## config.mk

```make
export PLATFORM = sky130hd
export DESIGN_NAME = y86_fetch_seq
export DESIGN_NICKNAME = d
export VERILOG_FILES = /design/src/rtl/y86_pkg.sv /design/src/rtl/y86_fetch_seq.sv
export SDC_FILE = /design/constraint.sdc
export NUM_CORES = 1
export LEC_CHECK = 0
export BUFFER_PORTS_ARGS = -buffer_cell sky130_fd_sc_hd__buf_2
export CORE_AREA = 2 2 142 144
export DETAILED_ROUTE_END_ITERATION = 8
export DIE_AREA = 0 0 144 146
export HOLD_SLACK_MARGIN = 0.08
export PLACE_DENSITY_LB_ADDON = 0.08
export SLEW_MARGIN = 10
export SYNTH_ARGS = -nofsm -noshare
export SYNTH_HDL_FRONTEND = slang
export SYNTH_SLANG_ARGS = --single-unit
```

## constraint.sdc

```tcl
create_clock -name clk_i -period 2.8 [get_ports clk_i]
set_input_delay 0.14 -clock clk_i [delete_from_list [all_inputs] [get_ports clk_i]]
set_output_delay 0.14 -clock clk_i [all_outputs]
set_load 0.005 [all_outputs]
```

## src/rtl/y86_pkg.sv

```systemverilog
// y86_pkg: shared definitions for the Y86-64 pipeline.
//   icode_e : instruction codes seen by the fetch decoder
//   stat_e  : pipeline status codes carried with each instruction slot
//   fetch_state_e : encoding of the fetch sequencer FSM
package y86_pkg;

    typedef enum logic [3:0] {
        I_HALT   = 4'h0,
        I_NOP    = 4'h1,
        I_RRMOVQ = 4'h2,
        I_IRMOVQ = 4'h3,
        I_RMMOVQ = 4'h4,
        I_MRMOVQ = 4'h5,
        I_OPQ    = 4'h6,
        I_JXX    = 4'h7,
        I_CALL   = 4'h8,
        I_RET    = 4'h9,
        I_PUSHQ  = 4'hA,
        I_POPQ   = 4'hB
    } icode_e;

    typedef enum logic [2:0] {
        STAT_AOK = 3'd1,
        STAT_HLT = 3'd2,
        STAT_ADR = 3'd3,
        STAT_INS = 3'd4
    } stat_e;

    typedef enum logic [1:0] {
        ST_RUN      = 2'd0,  // fetching normally
        ST_WAIT_RET = 2'd1,  // ret fetched, bubbling until its target is known
        ST_HALTED   = 2'd2,  // halt fetched
        ST_FAULT    = 2'd3   // ADR or INS fetched
    } fetch_state_e;

endpackage

```

## src/rtl/y86_fetch_seq.sv

```systemverilog
// y86_fetch_seq: fetch-stage sequencer for the pipelined Y86-64 core.
// Owns the PC that feeds the combinational fetch decoder, predicts the next
// PC, and handles stalls, mispredict redirects, ret bubbles, halt and faults.
//
// Ports:
//   clk_i, rst_n_i      clock, asynchronous active-low reset
//   pc_o                current fetch PC (to the fetch decoder)
//   icode_i .. imem_error_i   decoder results for the instruction at pc_o
//   stall_i             hold F (load/use hazard)
//   mispredict_i, mis_pc_i    jXX resolved not-taken in E, with its fall-through
//   ret_done_i, ret_pc_i      ret reached W, with its return address
//   issue_o             instruction at pc_o enters D this cycle
//   stat_o              status of the issued slot (AOK when nothing issues)
//   state_o             FSM state
//   icnt_o              saturating count of issued instructions
module y86_fetch_seq
    import y86_pkg::*;
#(
    parameter logic [63:0] RESET_PC = 64'h0,
    parameter int          CNT_W    = 32
) (
    input  logic             clk_i,
    input  logic             rst_n_i,
    output logic [63:0]      pc_o,
    input  logic [3:0]       icode_i,
    input  logic [63:0]      valC_i,
    input  logic [63:0]      valP_i,
    input  logic             instr_valid_i,
    input  logic             imem_error_i,
    input  logic             stall_i,
    input  logic             mispredict_i,
    input  logic [63:0]      mis_pc_i,
    input  logic             ret_done_i,
    input  logic [63:0]      ret_pc_i,
    output logic             issue_o,
    output logic [2:0]       stat_o,
    output logic [1:0]       state_o,
    output logic [CNT_W-1:0] icnt_o
);

    fetch_state_e     state_q, state_d;
    logic [63:0]      pc_q, pc_d;
    logic [CNT_W-1:0] icnt_q, icnt_d;
    logic             issue;
    stat_e            stat;
    logic [63:0]      pred_pc;

    // Gated by rst_n_i so nothing is reported as issued while reset is held.
    assign issue = rst_n_i && (state_q == ST_RUN) && !stall_i && !mispredict_i;

    // Jumps are predicted taken; calls always go to their target.
    assign pred_pc = ((icode_i == I_JXX) || (icode_i == I_CALL)) ? valC_i : valP_i;

    // NOTE: every signal written in an always_comb gets a default first, so no
    // path leaves it unassigned and no latch is inferred.
    always_comb begin
        stat = STAT_AOK;
        if (issue) begin
            if (imem_error_i)          stat = STAT_ADR;
            else if (!instr_valid_i)   stat = STAT_INS;
            else if (icode_i == I_HALT) stat = STAT_HLT;
        end
    end

    always_comb begin
        state_d = state_q;
        pc_d    = pc_q;
        icnt_d  = icnt_q;

        if (mispredict_i) begin
            // Squashes anything speculative, including halt/fault/ret.
            state_d = ST_RUN;
            pc_d    = mis_pc_i;
        end else if (ret_done_i && (state_q == ST_WAIT_RET)) begin
            state_d = ST_RUN;
            pc_d    = ret_pc_i;
        end else if (issue) begin
            if ((stat == STAT_ADR) || (stat == STAT_INS)) begin
                state_d = ST_FAULT;
            end else if (stat == STAT_HLT) begin
                state_d = ST_HALTED;
            end else if (icode_i == I_RET) begin
                state_d = ST_WAIT_RET;
            end else begin
                pc_d = pred_pc;
            end
        end
        // A stall in RUN deasserts issue, so the defaults already hold pc and state.

        if (issue && (icnt_q != {CNT_W{1'b1}})) begin
            icnt_d = icnt_q + CNT_W'(1);
        end
    end

    // NOTE: sequential state uses non-blocking assignments so every register
    // samples the pre-edge values regardless of statement order.
    always_ff @(posedge clk_i or negedge rst_n_i) begin
        if (!rst_n_i) begin
            state_q <= ST_RUN;
            pc_q    <= RESET_PC;
            icnt_q  <= '0;
        end else begin
            state_q <= state_d;
            pc_q    <= pc_d;
            icnt_q  <= icnt_d;
        end
    end

    assign pc_o    = pc_q;
    assign issue_o = issue;
    assign stat_o  = stat;
    assign state_o = state_q;
    assign icnt_o  = icnt_q;

endmodule

```

After elaboration in Yosys (flattened, before gate mapping) --
Cells that the tools add are included.
Storage, ports and cells: bits of input ports 267, register bits after elaboration 98, output and inout bits 102, word-level logic and storage cells 47
Cells by class: add/subtract/negate cells 1, eq/ne operators 11, reduce and logical (&&, ||, !) cells 15, mux-type cells 17
Operator list (number):
- 64-bit 2-to-1 mux | 7
- 32-bit by 1-bit adder with 32-bit output, second input constant | 1
- 32-bit != test, second input constant | 1
- 2-bit 2-to-1 mux | 7
- 3-bit 2-to-1 mux | 3
- 3-bit != test, second input constant | 3
- 4-bit equality test, second input constant | 2
- 3-bit by 2-bit equality test with 1-bit output, second input constant | 2
- 1-bit logical AND | 5
- 5-bit nonzero test | 1
- 4-bit by 3-bit equality test with 1-bit output, second input constant | 1
- 4-bit zero test | 1
- 4-bit AND reduction | 1
- 3-bit equality test, second input constant | 1
- 3-bit nonzero test | 1
- 2-bit by 1-bit equality test with 1-bit output, second input constant | 1
- 1-bit zero test | 2
- 2-bit zero test | 1
- 1-bit logical OR | 2
- 2-bit AND reduction | 1

Depth between registers and ports, before layout --
depth in word-level cells 11, mapped depth 7, mapped depth without buffers 6

Worst setup path after synthesis --
OpenSTA, ideal clock, no wires.
kind register to register, from register icnt_q[4] (netlist: icnt_o[4]), to register icnt_q[29] (netlist: icnt_o[29]), required time 2672 ps, arrival time 1612 ps, path slack 1060 ps, stages on the path, launching flop included 6, path through dfrtp_1 -> nand4_1 -> nor3_2 -> nand3_1 -> nor2_1 -> mux2_1
Between the ends: word-level cells in the longest chain between the ends 2, elaborated cells on any way between the ends 3
Ends and longest elaborated chain:
- from (decl) | line y86_fetch_seq.sv:43 | logic [CNT_W-1:0] icnt_q, icnt_d;
- from (signal assigned) | line y86_fetch_seq.sv:105 | icnt_q <= icnt_d;
- branches (longest 2 deep; another with 32-bit by 1-bit adder with 32-bit output)
Several ways; the timed one is not identified. A chain may end at the register's enable or synchronous reset.

Final worst setup path --
from register state_q[0] (netlist: state_o[0]), to register pc_q[40] (netlist: pc_o[40])
Between the ends: word-level cells in the longest chain between the ends 9, elaborated cells on any way between the ends 18
Ends and longest elaborated chain:
- from (decl) | line y86_fetch_seq.sv:41 | fetch_state_e state_q, state_d;
- from (signal assigned) | line y86_fetch_seq.sv:103 | state_q <= state_d;
- 2-bit zero test | line y86_fetch_seq.sv:49 | assign issue = rst_n_i && (state_q == ST_RUN) && !stall_i && !mispredict_i;
- 1-bit logical AND (3 in a row) | line y86_fetch_seq.sv:49
- 3-bit 2-to-1 mux | line y86_fetch_seq.sv:58 | if (issue) begin
- 3-bit by 2-bit equality test with 1-bit output or 3-bit equality test (tied branches) | line y86_fetch_seq.sv:78 | if ((stat == STAT_ADR) || (stat == STAT_INS)) begin
- 1-bit logical OR | line y86_fetch_seq.sv:78
- 3-bit != test (no line)
- 4-bit AND reduction (no line)
- to (signal assigned) | line y86_fetch_seq.sv:104 | pc_q <= pc_d;
- to (decl) | line y86_fetch_seq.sv:42 | logic [63:0] pc_q, pc_d;
Several ways; a longest one is shown, not always the timed one.

==> out/metrics.cfg <==
[timing]
finalHoldViolations=0
fin_ws_ps=609
skew_ps=6.62
fmax_mhz=456
rsz0062_at_grt=no
period_minus_slack_ps=2190
slew_headroom_pct=25.6
finalSetupTns_ps=0
setup_viol=0
worst_slew_pin_slew_ps=1120
post-route-period-util_pct=78.3
drv_slew=0

[global_route]
grt_pass1_vias=7342
track_usage_pct=25.3
antenna_found_initial=8
grt_pass1_wl_um=41400
grt_max_degree=122
met2_usage_pct=42.1
grtUsageMet1_pct=31.7
use_met3_pct=5.43
grt.overflow.total=0
grt_busiest_layer=met2

[detailed_routing]
drc_errors=0
dr.pass1.iters=5
first_iter_violations=460
dr_total_vias=7824
antenna_left=0
viasPerCell=5.78
wl_um=27200
wl_per_cell_um=20.1

[worst_setup_path]
critPathKind=reg2reg
cpPeakStageDelay_ps=670
start_kind=register
cp_data_required_time_ps=3070
setup.worst_path.end_class=register
cp_cell_sequence=nor4b_2 > a41o_4 > buf_12 > nor2_1 > a31oi_1
worst-r2r-setup-slack_ps=610
worstPathArrival_ps=2460
critPathMaxFanout=70
critPathSlowestCell=a41o_4

[placed_design]
place_ws_ps=620
gp_congestion=0.893
hpwl_um=19500
port_buffers=368
postPlaceCellArea_um2=8660

[synth]
ys_seq_elements=98
ys_types=45
syn_area_um2=6610
syn_inst=763
synthArstFlopShare_pct=100
synth_edf_count=0
syn_nets=1031
synth_ff_type=dfrtp_1
ys_warn_count=0
avgSynthCellArea_um2=8.66
yosysSeqAreaShare_pct=37.1

[cells_and_area]
fin_nets=1345
design_area_um2=8970
synthToLayoutAreaGrowth_pct=35.6
final_layout_size_suffix_gt1_share_pct=38.4
layout_commonest_cell=buf_2
final_cell_mix=366 x buf_2, 98 x dfrtp_1, 77 x nor2_1
finalCoreUtilization_pct=46.4

[clock_network]
cts_resized=0
clock_sinks=98
cts.clk_slew.worst_paths_ps=70
clockBufferDepth=2
tritoncts=done
htreeDepth=3
cts_buffers=9
cts_root_buf=clkbuf_16
holdBufCountCts=1
post_cts_buffers=0
insertion_delay_ps=350

[power]
power_mw=4.02
p_leak_nw=3.86
peakVddDrop_v=0.000251
power-per-cell-area_nw_per_um2=448

[floorplanning]
core_um2=19300
die_height_um=146
die_width_um=144
placementRows=51
initial_core_util_pct=34.2
dieArea_um2=21000
ios=369

[status]
outcome=complete, no violations

[flow_run]
drv_cap=0

[worst_hold_path]
min_path_type=in2reg

==> synthesized netlist by cell type (2+ instances only) <==
cell | count | share of area (%)
buf_2 | 17 | 1.3
clkbuf_1 | 50 | 2.8
mux2_1 | 2 | 0.34
xor2_1 | 4 | 0.53
nor3_1 | 4 | 0.30
a211o_1 | 2 | 0.26
inv_1 | 4 | 0.23
xnor2_1 | 25 | 3.3
nand3b_1 | 3 | 0.34
a22oi_1 | 64 | 7.3
nand4_1 | 15 | 1.4
o22ai_1 | 64 | 6.1
a21oi_1 | 3 | 0.23
inv_2 | 2 | 0.11
nor3_2 | 3 | 0.45
nand2b_1 | 3 | 0.28
or3b_1 | 2 | 0.26
nor2_1 | 78 | 4.4
o211ai_1 | 64 | 7.3
dfrtp_1 | 98 | 37
and2_1 | 2 | 0.19
o21ai_0 | 65 | 4.9
nor4_1 | 2 | 0.19
a31oi_1 | 64 | 6.1
nand2_1 | 9 | 0.51
nand3_1 | 13 | 0.98
buf_1 | 14 | 0.79
o221ai_1 | 64 | 8.5
and3_1 | 7 | 0.66
==> routing by layer <==
layer	part of all wire, %	vias up
met3	7.5	53
met1	41	3689
met2	48	329
met5	0.17	-
li1	-	3747
met4	3.1	6
==> registers in the layout, indices dropped and copies added (netlist names) <==
name,cells
pc_o,64
icnt_o,32
state_o,2
==> area by class of cell <==
class | count | area (um^2)
tap | 265 | 332
multi-input combinational | 576 | 3830
fill | 2006 | 10400
inverter | 6 | 22.5
sequential | 98 | 2450
clock buffer | 10 | 229
timing repair buffer | 386 | 2030
antenna | 7 | 17.5
clock inverter | 6 | 50.0
==> worst paths after layout <==
kind                              startpoint          to  depth (start not counted)
worst min register to register    icnt_o[23]  icnt_o[23]                          1
min in group asynchronous            rst_n_i    pc_o[23]                          3
worst max-delay path              state_o[0]    pc_o[40]                          5
worst min-delay path            ret_pc_i[60]    pc_o[60]                          3
max in group asynchronous            rst_n_i  icnt_o[17]                          4
worst max register to register    state_o[0]    pc_o[40]                          5
==> kinds of logic after synthesis <==
group                    count (synthesis)  share of synthesized area [%]
XOR/XNOR                                29                           3.84
adder cells (fa/ha/maj)                  1                          0.189
buffers and inverters                   89                           5.55
AND/OR/NAND/NOR                        149                           11.6
AO/OA/AOI/OAI                          394                           41.3
flip-flops                              98                           37.1
multiplexers                             3                          0.492
==> where the power goes <==
part / switching (mW) / internal [mW]
clock network: 0.600 / 0.617
registers: 0.124 / 1.58
logic: 0.593 / 0.504
total: 1.32 / 2.70
==> worst max-delay path: cells and delay by family (launching register included) <==
kind | cells | cell delay (ps)
buf+inv | 1 | 340
flops | 1 | 420
compound gates | 2 | 820
simple gates | 2 | 490
==> metrics by stage <==
step                      hold WS, ps  cells
final                             113   1354
after floorplan                  -156    763
after global placement            315   1330
after global routing              106   1352
after detailed placement          306   1330
after CTS                         105   1347
Power figures use the tool's default switching activity.
